**config.mk**
```make
export PLATFORM = sky130hd
export DESIGN_NAME = dispatch_iq
export DESIGN_NICKNAME = d
export VERILOG_FILES = /design/src/rtl/dispatch_iq.sv
export SDC_FILE = /design/constraint.sdc
export NUM_CORES = 1
export LEC_CHECK = 0
export CAP_MARGIN = 20
export CORE_MARGIN = 10
export CORE_UTILIZATION = 56
export DETAILED_ROUTE_END_ITERATION = 7
export HOLD_SLACK_MARGIN = 0.1
export MAX_ROUTING_LAYER = met4
export PLACE_DENSITY = 0.8
export SLEW_MARGIN = 20
export SYNTH_ARGS = -nofsm -noshare
export SYNTH_HDL_FRONTEND = slang
export SYNTH_SLANG_ARGS = --single-unit
```
**constraint.sdc**
```tcl
create_clock -name clk -period 5.3 [get_ports clk]
set_clock_uncertainty 0.15 [all_clocks]
set_input_delay 0.53 -clock clk [delete_from_list [all_inputs] [get_ports clk]]
set_output_delay 0.53 -clock clk [all_outputs]
set_load 0.01 [all_outputs]
```
**src/rtl/dispatch_iq.sv**
```systemverilog
// dispatch_iq: circular instruction queue between decode and the RS/ROB, dispatching the head in order.
// Packet layout is {payload, halt, fu}; an fu value >= NUM_FU is drained without an RS strobe.
module dispatch_iq #(
  parameter int IQ_DEPTH  = 8,
  parameter int NUM_FU    = 4,
  parameter int CNT_W     = 32,
  parameter int FU_W      = 3,
  parameter int PAYLOAD_W = 16,
  parameter int PACK_W    = PAYLOAD_W + 1 + FU_W
) (
  input  logic                      clk,
  input  logic                      reset,
  input  logic                      enq_valid,
  input  logic [PACK_W-1:0]         enq_pack,
  output logic                      enq_ready,
  input  logic                      rob_full,
  input  logic [NUM_FU-1:0]         RS_is_full,
  input  logic                      squash,
  output logic                      dispatch_valid,
  output logic [PACK_W-1:0]         dispatch_pack,
  output logic [NUM_FU-1:0]         RS_load,
  output logic [$clog2(IQ_DEPTH):0] iq_count,
  output logic                      halted,
  output logic [CNT_W-1:0]          rs_stall_cycles,
  output logic [CNT_W-1:0]          rob_stall_cycles
);
  localparam int PTR_W   = $clog2(IQ_DEPTH);
  localparam int CNT_Q_W = PTR_W + 1;

  typedef enum logic {RUN = 1'b0, HALTED = 1'b1} state_t;

  logic [PACK_W-1:0]  mem_r [IQ_DEPTH];
  logic [PTR_W-1:0]   head_r;
  logic [PTR_W-1:0]   tail_r;
  logic [CNT_Q_W-1:0] count_r;
  state_t             state_r;
  logic [CNT_W-1:0]   rs_stall_r;
  logic [CNT_W-1:0]   rob_stall_r;

  logic               empty_s;
  logic               full_s;
  logic               run_s;
  logic [PACK_W-1:0]  head_pack_s;
  logic [FU_W-1:0]    head_fu_s;
  logic               head_halt_s;
  logic               fu_legal_s;
  logic               rs_full_s;
  logic               active_s;
  logic               fire_s;
  logic               enq_ready_s;
  logic               push_s;
  logic [NUM_FU-1:0]  rs_load_s;

  function automatic logic [CNT_W-1:0] sat_inc(input logic [CNT_W-1:0] v);
    sat_inc = (v == {CNT_W{1'b1}}) ? v : v + CNT_W'(1);
  endfunction

  // Head decode, dispatch decision and enqueue handshake.
  always_comb begin
    empty_s     = (count_r == {CNT_Q_W{1'b0}});
    full_s      = (count_r == CNT_Q_W'(IQ_DEPTH));
    run_s       = (state_r == RUN);
    head_pack_s = mem_r[head_r];
    head_fu_s   = head_pack_s[FU_W-1:0];
    head_halt_s = head_pack_s[FU_W];
    fu_legal_s  = (32'(head_fu_s) < 32'(NUM_FU));
    rs_full_s   = 1'b0;
    rs_load_s   = {NUM_FU{1'b0}};
    for (int i = 0; i < NUM_FU; i++) begin
      if (fu_legal_s && (head_fu_s == FU_W'(i))) begin
        rs_full_s = RS_is_full[i];
      end else begin
        rs_full_s = rs_full_s;
      end
    end
    // A head that is present, running and not being squashed either fires or stalls.
    active_s    = !empty_s && run_s && !squash && !reset;
    fire_s      = active_s && !rob_full && !rs_full_s;
    for (int i = 0; i < NUM_FU; i++) begin
      if (fire_s && fu_legal_s && (head_fu_s == FU_W'(i))) begin
        rs_load_s[i] = 1'b1;
      end else begin
        rs_load_s[i] = 1'b0;
      end
    end
    enq_ready_s = run_s && !full_s && !squash && !reset;
    push_s      = enq_valid && enq_ready_s;
  end

  assign enq_ready        = enq_ready_s;
  assign dispatch_valid   = fire_s;
  assign dispatch_pack    = (empty_s || reset) ? {PACK_W{1'b0}} : head_pack_s;
  assign RS_load          = rs_load_s;
  assign iq_count         = reset ? {CNT_Q_W{1'b0}} : count_r;
  assign halted           = !reset && (state_r == HALTED);
  assign rs_stall_cycles  = reset ? {CNT_W{1'b0}} : rs_stall_r;
  assign rob_stall_cycles = reset ? {CNT_W{1'b0}} : rob_stall_r;

  // Entry storage; written only on an accepted enqueue.
  always_ff @(posedge clk) begin
    if (push_s) begin
      mem_r[tail_r] <= enq_pack;
    end
  end

  // Pointers, occupancy and the RUN/HALTED state machine.
  always_ff @(posedge clk) begin
    if (reset) begin
      head_r  <= {PTR_W{1'b0}};
      tail_r  <= {PTR_W{1'b0}};
      count_r <= {CNT_Q_W{1'b0}};
      state_r <= RUN;
    end else if (squash) begin
      head_r  <= {PTR_W{1'b0}};
      tail_r  <= {PTR_W{1'b0}};
      count_r <= {CNT_Q_W{1'b0}};
      state_r <= RUN;
    end else begin
      if (push_s) begin
        tail_r <= tail_r + PTR_W'(1);
      end
      if (fire_s) begin
        head_r <= head_r + PTR_W'(1);
      end
      case ({push_s, fire_s})
        2'b10:   count_r <= count_r + CNT_Q_W'(1);
        2'b01:   count_r <= count_r - CNT_Q_W'(1);
        default: count_r <= count_r;
      endcase
      case (state_r)
        RUN: begin
          if (fire_s && head_halt_s) begin
            state_r <= HALTED;
          end else begin
            state_r <= RUN;
          end
        end
        HALTED:  state_r <= HALTED;
        default: state_r <= RUN;
      endcase
    end
  end

  // Saturating stall counters; a full ROB takes precedence over a full RS.
  always_ff @(posedge clk) begin
    if (reset) begin
      rs_stall_r  <= {CNT_W{1'b0}};
      rob_stall_r <= {CNT_W{1'b0}};
    end else if (active_s && rob_full) begin
      rob_stall_r <= sat_inc(rob_stall_r);
    end else if (active_s && rs_full_s) begin
      rs_stall_r <= sat_inc(rs_stall_r);
    end
  end

endmodule

```
### Yosys cells after proc, flatten, opt, wreduce, memory -nomap -nowiden

Memory sizes are Yosys's and may differ from the RTL's. A register that Yosys moved wholly into a read port is not among the register bits.
Index checks and enable logic that the tools add are counted.

* register bits: 75
* memory bits (writable): 160
* input port bits: 29
* logic and storage cells: 80
* memories kept: 1

Memories
* mem_r: depth 8, bits a word 20, read ports 1, clocked after memory_dff 1, write ports 1, line 32 `logic [PACK_W-1:0] mem_r [IQ_DEPTH];`

* add/sub/neg operators: 6
* $lt $le $gt $ge: 1
* equal/unequal tests: 8
* mux-type cells: 19
* bitwise gates (word level): 4
* reductions and logical operators: 35

Operators with widths (count)
* adder 32 x 1 -> 32 bit (second input constant): 2
* equality test 32 bit (second input constant): 2
* two-way mux 32 bit: 2
* logical AND 1 bit: 22
* two-way mux 20 bit: 1
* two-way mux 1 bit: 11
* one-hot mux 4 bit (2 select lines): 1
* adder 3 x 1 -> 3 bit (second input constant): 2
* equality test 3 x 2 -> 1 bit (second input constant): 2
* logical NOT 1 bit: 6
* two-way mux 3 bit: 2
* adder 4 x 1 -> 4 bit (second input constant): 1
* equality test 4 bit (second input constant): 1
* logical NOT 4 bit: 1
* two-way mux 4 bit: 1
* NOT 1 bit: 4
* subtractor 4 x 1 -> 4 bit (second input constant): 1
* equality test 3 x 1 -> 1 bit (second input constant): 1
* logical NOT 3 bit: 1
* < comparator 3 bit (second input constant): 1
* AND reduction 3 bit: 1
* equality test 2 x 1 -> 1 bit (second input constant): 1
* equality test 2 bit (second input constant): 1
* one-hot mux 1 bit (2 select lines): 1
* other kinds (4): 4

### Depth between registers and ports, before layout

* depth after elaboration: 11
* depth in mapped cells: 14

### Least setup slack after synthesis

OpenSTA, ideal clock, no wires.

* path kind: input port to flip-flop
* start point: in squash
* end point: mem mem_r[2][0] in the netlist's numbering, enable pin
* arrival time: 3942 ps
* setup slack: 753 ps
* cell stages on the path: 6
* path buffers: 1
* path through: or2_2 -> a211oi_1 -> and2_0 -> clkbuf_1 -> inv_1 -> nor4b_1

* word-level cells in the longest chain between the ends: 6

RTL lines
* from (decl): line 18 `input logic squash,`
* logical NOT 1 bit: line 86 `enq_ready_s = run_s && !full_s && !squash && !reset;`
* logical AND 1 bit (2 in a row): line 86
* named net enq_ready: line 15 `output logic enq_ready,`
* logical AND 1 bit: line 87 `push_s = enq_valid && enq_ready_s;`
* two-way mux 1 bit: line 101 `if (push_s) begin`
* two-way mux 1 bit (implied by the code): line 102 `mem_r[tail_r] <= enq_pack;`
* to (decl): line 32

The timed path passes the listed nets, and every way through them passes these cells.

==> impl_metrics.tcl <==
set metrics [dict create \
    hold_viol 0 \
    hold_buffers 0 \
    critPathTopFamily "multiplexers" \
    grt_use_met3 0.03180 \
    p_leak_nw 4.144 \
    critPathKind "reg2out" \
    synthTopCellsByCount "edfxtp_1 (160), nor2_1 (100), dfxtp_1 (78)" \
    p_per_area_nw_per_um2 293.3 \
    cts_sinks 238 \
    via_per_inst 5.824 \
    place_congestion 0.8255 \
    dominantRegCellSynth "edfxtp_1" \
    synth_area_um2 10430 \
    grt_pass1_wl_mm 35.60 \
    cts_buffer_depth 3 \
    synth_top_area_frac 0.4606 \
    path_cells "buf_4 -> mux2_2 -> mux4_2 -> mux4_2 -> a21o_1 -> clkinv_1 -> nand3_1 -> nor2_1 -> clkdlybuf4s50_1" \
    grt_pass1_vias 6648 \
    post-route-min-period_ns 4.496 \
    clock_latency_ns 0.52 \
    fill_cells 1228 \
    cts_tree "done" \
    synth_edf_count 160 \
    cts.reportedPaths.clkPinSlew_ns 0.06 \
    die_w_um 156.5 \
    num_rows 49 \
    antenna_cells 0 \
    hold_depth 3 \
    cts-root-buf "clkbuf_16" \
    wl_per_cell_um 19.43 \
    crit_top_cell "mux4_2" \
    antenna_found_initial 0 \
    grt_usage 0.1853 \
    critPathCaptureType "primary output" \
    use_met2 0.3044 \
    drive_gt1_frac 0.1453 \
    slew_viol_final 0 \
    slowest_stage "clkdlybuf4s50_1" \
    hpwl_mm 14.76 \
    cts_max_level 1 \
    ir_drop_mv 0.2796 \
    arrival_ns 3.82 \
    drtIter0Drc 490 \
    cts_inserted_buffers 24 \
    synthesis.nets 827 \
    critical_path_required_ns 4.62 \
    setup_viol 0 \
    grt_most_used_layer "met2" \
    dr.pass1.iters 5 \
    relSlewSlack 0.3779 \
    start_kind "flip-flop" \
    layout_setup_ws_ns 0.8037 \
    synth_cells 791 \
    cp_num_buf_inv 3 \
    yosysWarnings 0 \
    route.detailed.drc 0 \
    max_slew.worst_pin.slew_ns 0.9331 \
    grt-ovfl-total 0 \
    boundaryPins 124 \
    post_cts_resized 0 \
    detailroute.via_count 6744 \
    areaGrowthSynthToFinish_pct 21.78 \
    ant_nets 0 \
    drt_wl_total_mm 22.50 \
    use_met1 0.2359 \
    syn-mean-instance-area_um2 13.19 \
    crit_fanout 15 \
    status "finished, final reports clean" \
    synth.distinct_cells 50 \
    portBuffers 123 \
    hold_path.class "in2reg" \
    reg2regPathDepth 13 \
    final.setup.tns_ns 0 \
    post-place-ws_ns 1.319 \
    nNetsFinal 950 \
    core_area_um2 18150 \
    period_share 0.8484 \
    die_area_um2 24490 \
    grt_setup_unrepaired "false" \
    cp.depth 9 \
    post_cts_buffers 0 \
    clock.fmax_mhz 222.4 \
    yosys-top-cells-area "edfxtp_1 (46%), dfxtp_1 (15%), mux4_2 (8.6%), nor2b_1 (3.7%), nor2_1 (3.6%)" \
    synth.most_common_cell "edfxtp_1" \
    initial_core_util 0.5748 \
    grt_max_degree 99 \
    async_flop_share 0 \
    synth.ff_latch_count 238 \
    synth_top_area_cell "edfxtp_1" \
    fp.dieH_um 156.5 \
    ys_seq_area_frac 0.6103 \
    drv_cap 0 \
    critPathMaxStageDelay_ns 0.56 \
]
## where the power goes
group / total [mW] / switching [mW] / internal [mW]
sequential: 1.99 / 0.00254 / 1.98
combinational: 0.0870 / 0.0517 / 0.0353
clock: 1.65 / 0.676 / 0.976
total: 3.73 / 0.730 / 3.00
## final timing paths
path / start / to / slack, ns
max: flip-flop / RS_load[2] / 0.80
min: reset / rs_stall_r[13] / 0.33
max reg2reg: flip-flop / count_r[2] / 1.33
min reg2reg: head_r[2] / head_r[2] / 0.33
## flip-flops by register name (all words and copies together) (netlist names), named ones only
signal / flops
rob_stall_r: 32
mem_r: 160
head_r: 3
count_r: 4
tail_r: 3
rs_stall_r: 32
state_r: 1
## routing by layer
| layer | wire, µm | vias up |
|---|---|---|
| met5 | 0 | - |
| met4 | 350 | 0 |
| met3 | 1207 | 34 |
| met2 | 11150 | 189 |
| met1 | 9789 | 3302 |
| li1 | - | 3219 |
## cell type report
type / instances / area (µm²) / area share
inverters: 17 / 63.81 / 0.005023
multi-input cells: 497 / 3879 / 0.3053
repair buffers: 136 / 1326 / 0.1044
clock buffers: 33 / 664.4 / 0.05230
clock inverters: 8 / 115.1 / 0.009061
well taps: 229 / 286.5 / 0.02255
flip-flops and latches: 238 / 6369 / 0.5013
## layout by cell type, fill, tap and decap left out, types with 5 or more instances in the layout
| cell | n |
|---|---|
| mux4_2 | 40 |
| dfxtp_1 | 76 |
| nand2_1 | 36 |
| o21ai_0 | 14 |
| nand4_1 | 23 |
| or4_1 | 6 |
| clkdlybuf4s50_1 | 122 |
| clkbuf_16 | 24 |
| nor3_1 | 16 |
| and4_1 | 7 |
| buf_4 | 14 |
| o211ai_1 | 5 |
| ha_1 | 7 |
| or3_1 | 7 |
| a21oi_1 | 11 |
| nor2_1 | 99 |
| nor4_1 | 12 |
| edfxtp_1 | 160 |
| mux2_2 | 31 |
| nand3_1 | 23 |
| mux2i_1 | 20 |
| mux2_1 | 14 |
| and3_1 | 10 |
| clkbuf_1 | 6 |
| xor2_1 | 11 |
| inv_1 | 16 |
| nor2b_1 | 62 |
## tightest hold or removal path: stages
cell    delay (ns)
buf_4         0.20
nor2_1        0.11
mux2_1        0.12
## stage by stage
step / instances / area [µm²] / util / power (mW) / hold slack (ns)
4_1_cts: 1158 / 12700 / 0.7000 / 3.759 / 0.3167
3_3_place_gp: 1117 / 11920 / 0.6571 / 2.111 / 0.3002
3_5_place_dp: 1117 / 11920 / 0.6571 / 2.114 / 0.3165
6_report: 1158 / 12700 / 0.7000 / 3.725 / 0.3269
5_1_grt: 1158 / 12700 / 0.7000 / 3.846 / 0.3432
2_1_floorplan: 791 / 10430 / - / 2.065 / 0.2766
## kinds of logic (layout without fill, tap and decap cells)
group,Yosys count,in the layout,synth area share
AOI/OAI and AO/OA,44,44,0.02615
xor gates and xnor gates,15,15,0.01259
adders and majority gates,7,7,0.008396
buffers and inverters,56,194,0.02183
DFF,238,238,0.6103
muxes,106,106,0.1563
and+or+nand+nor,325,325,0.1644
Note: power is estimated with default switching activity, not from simulation.
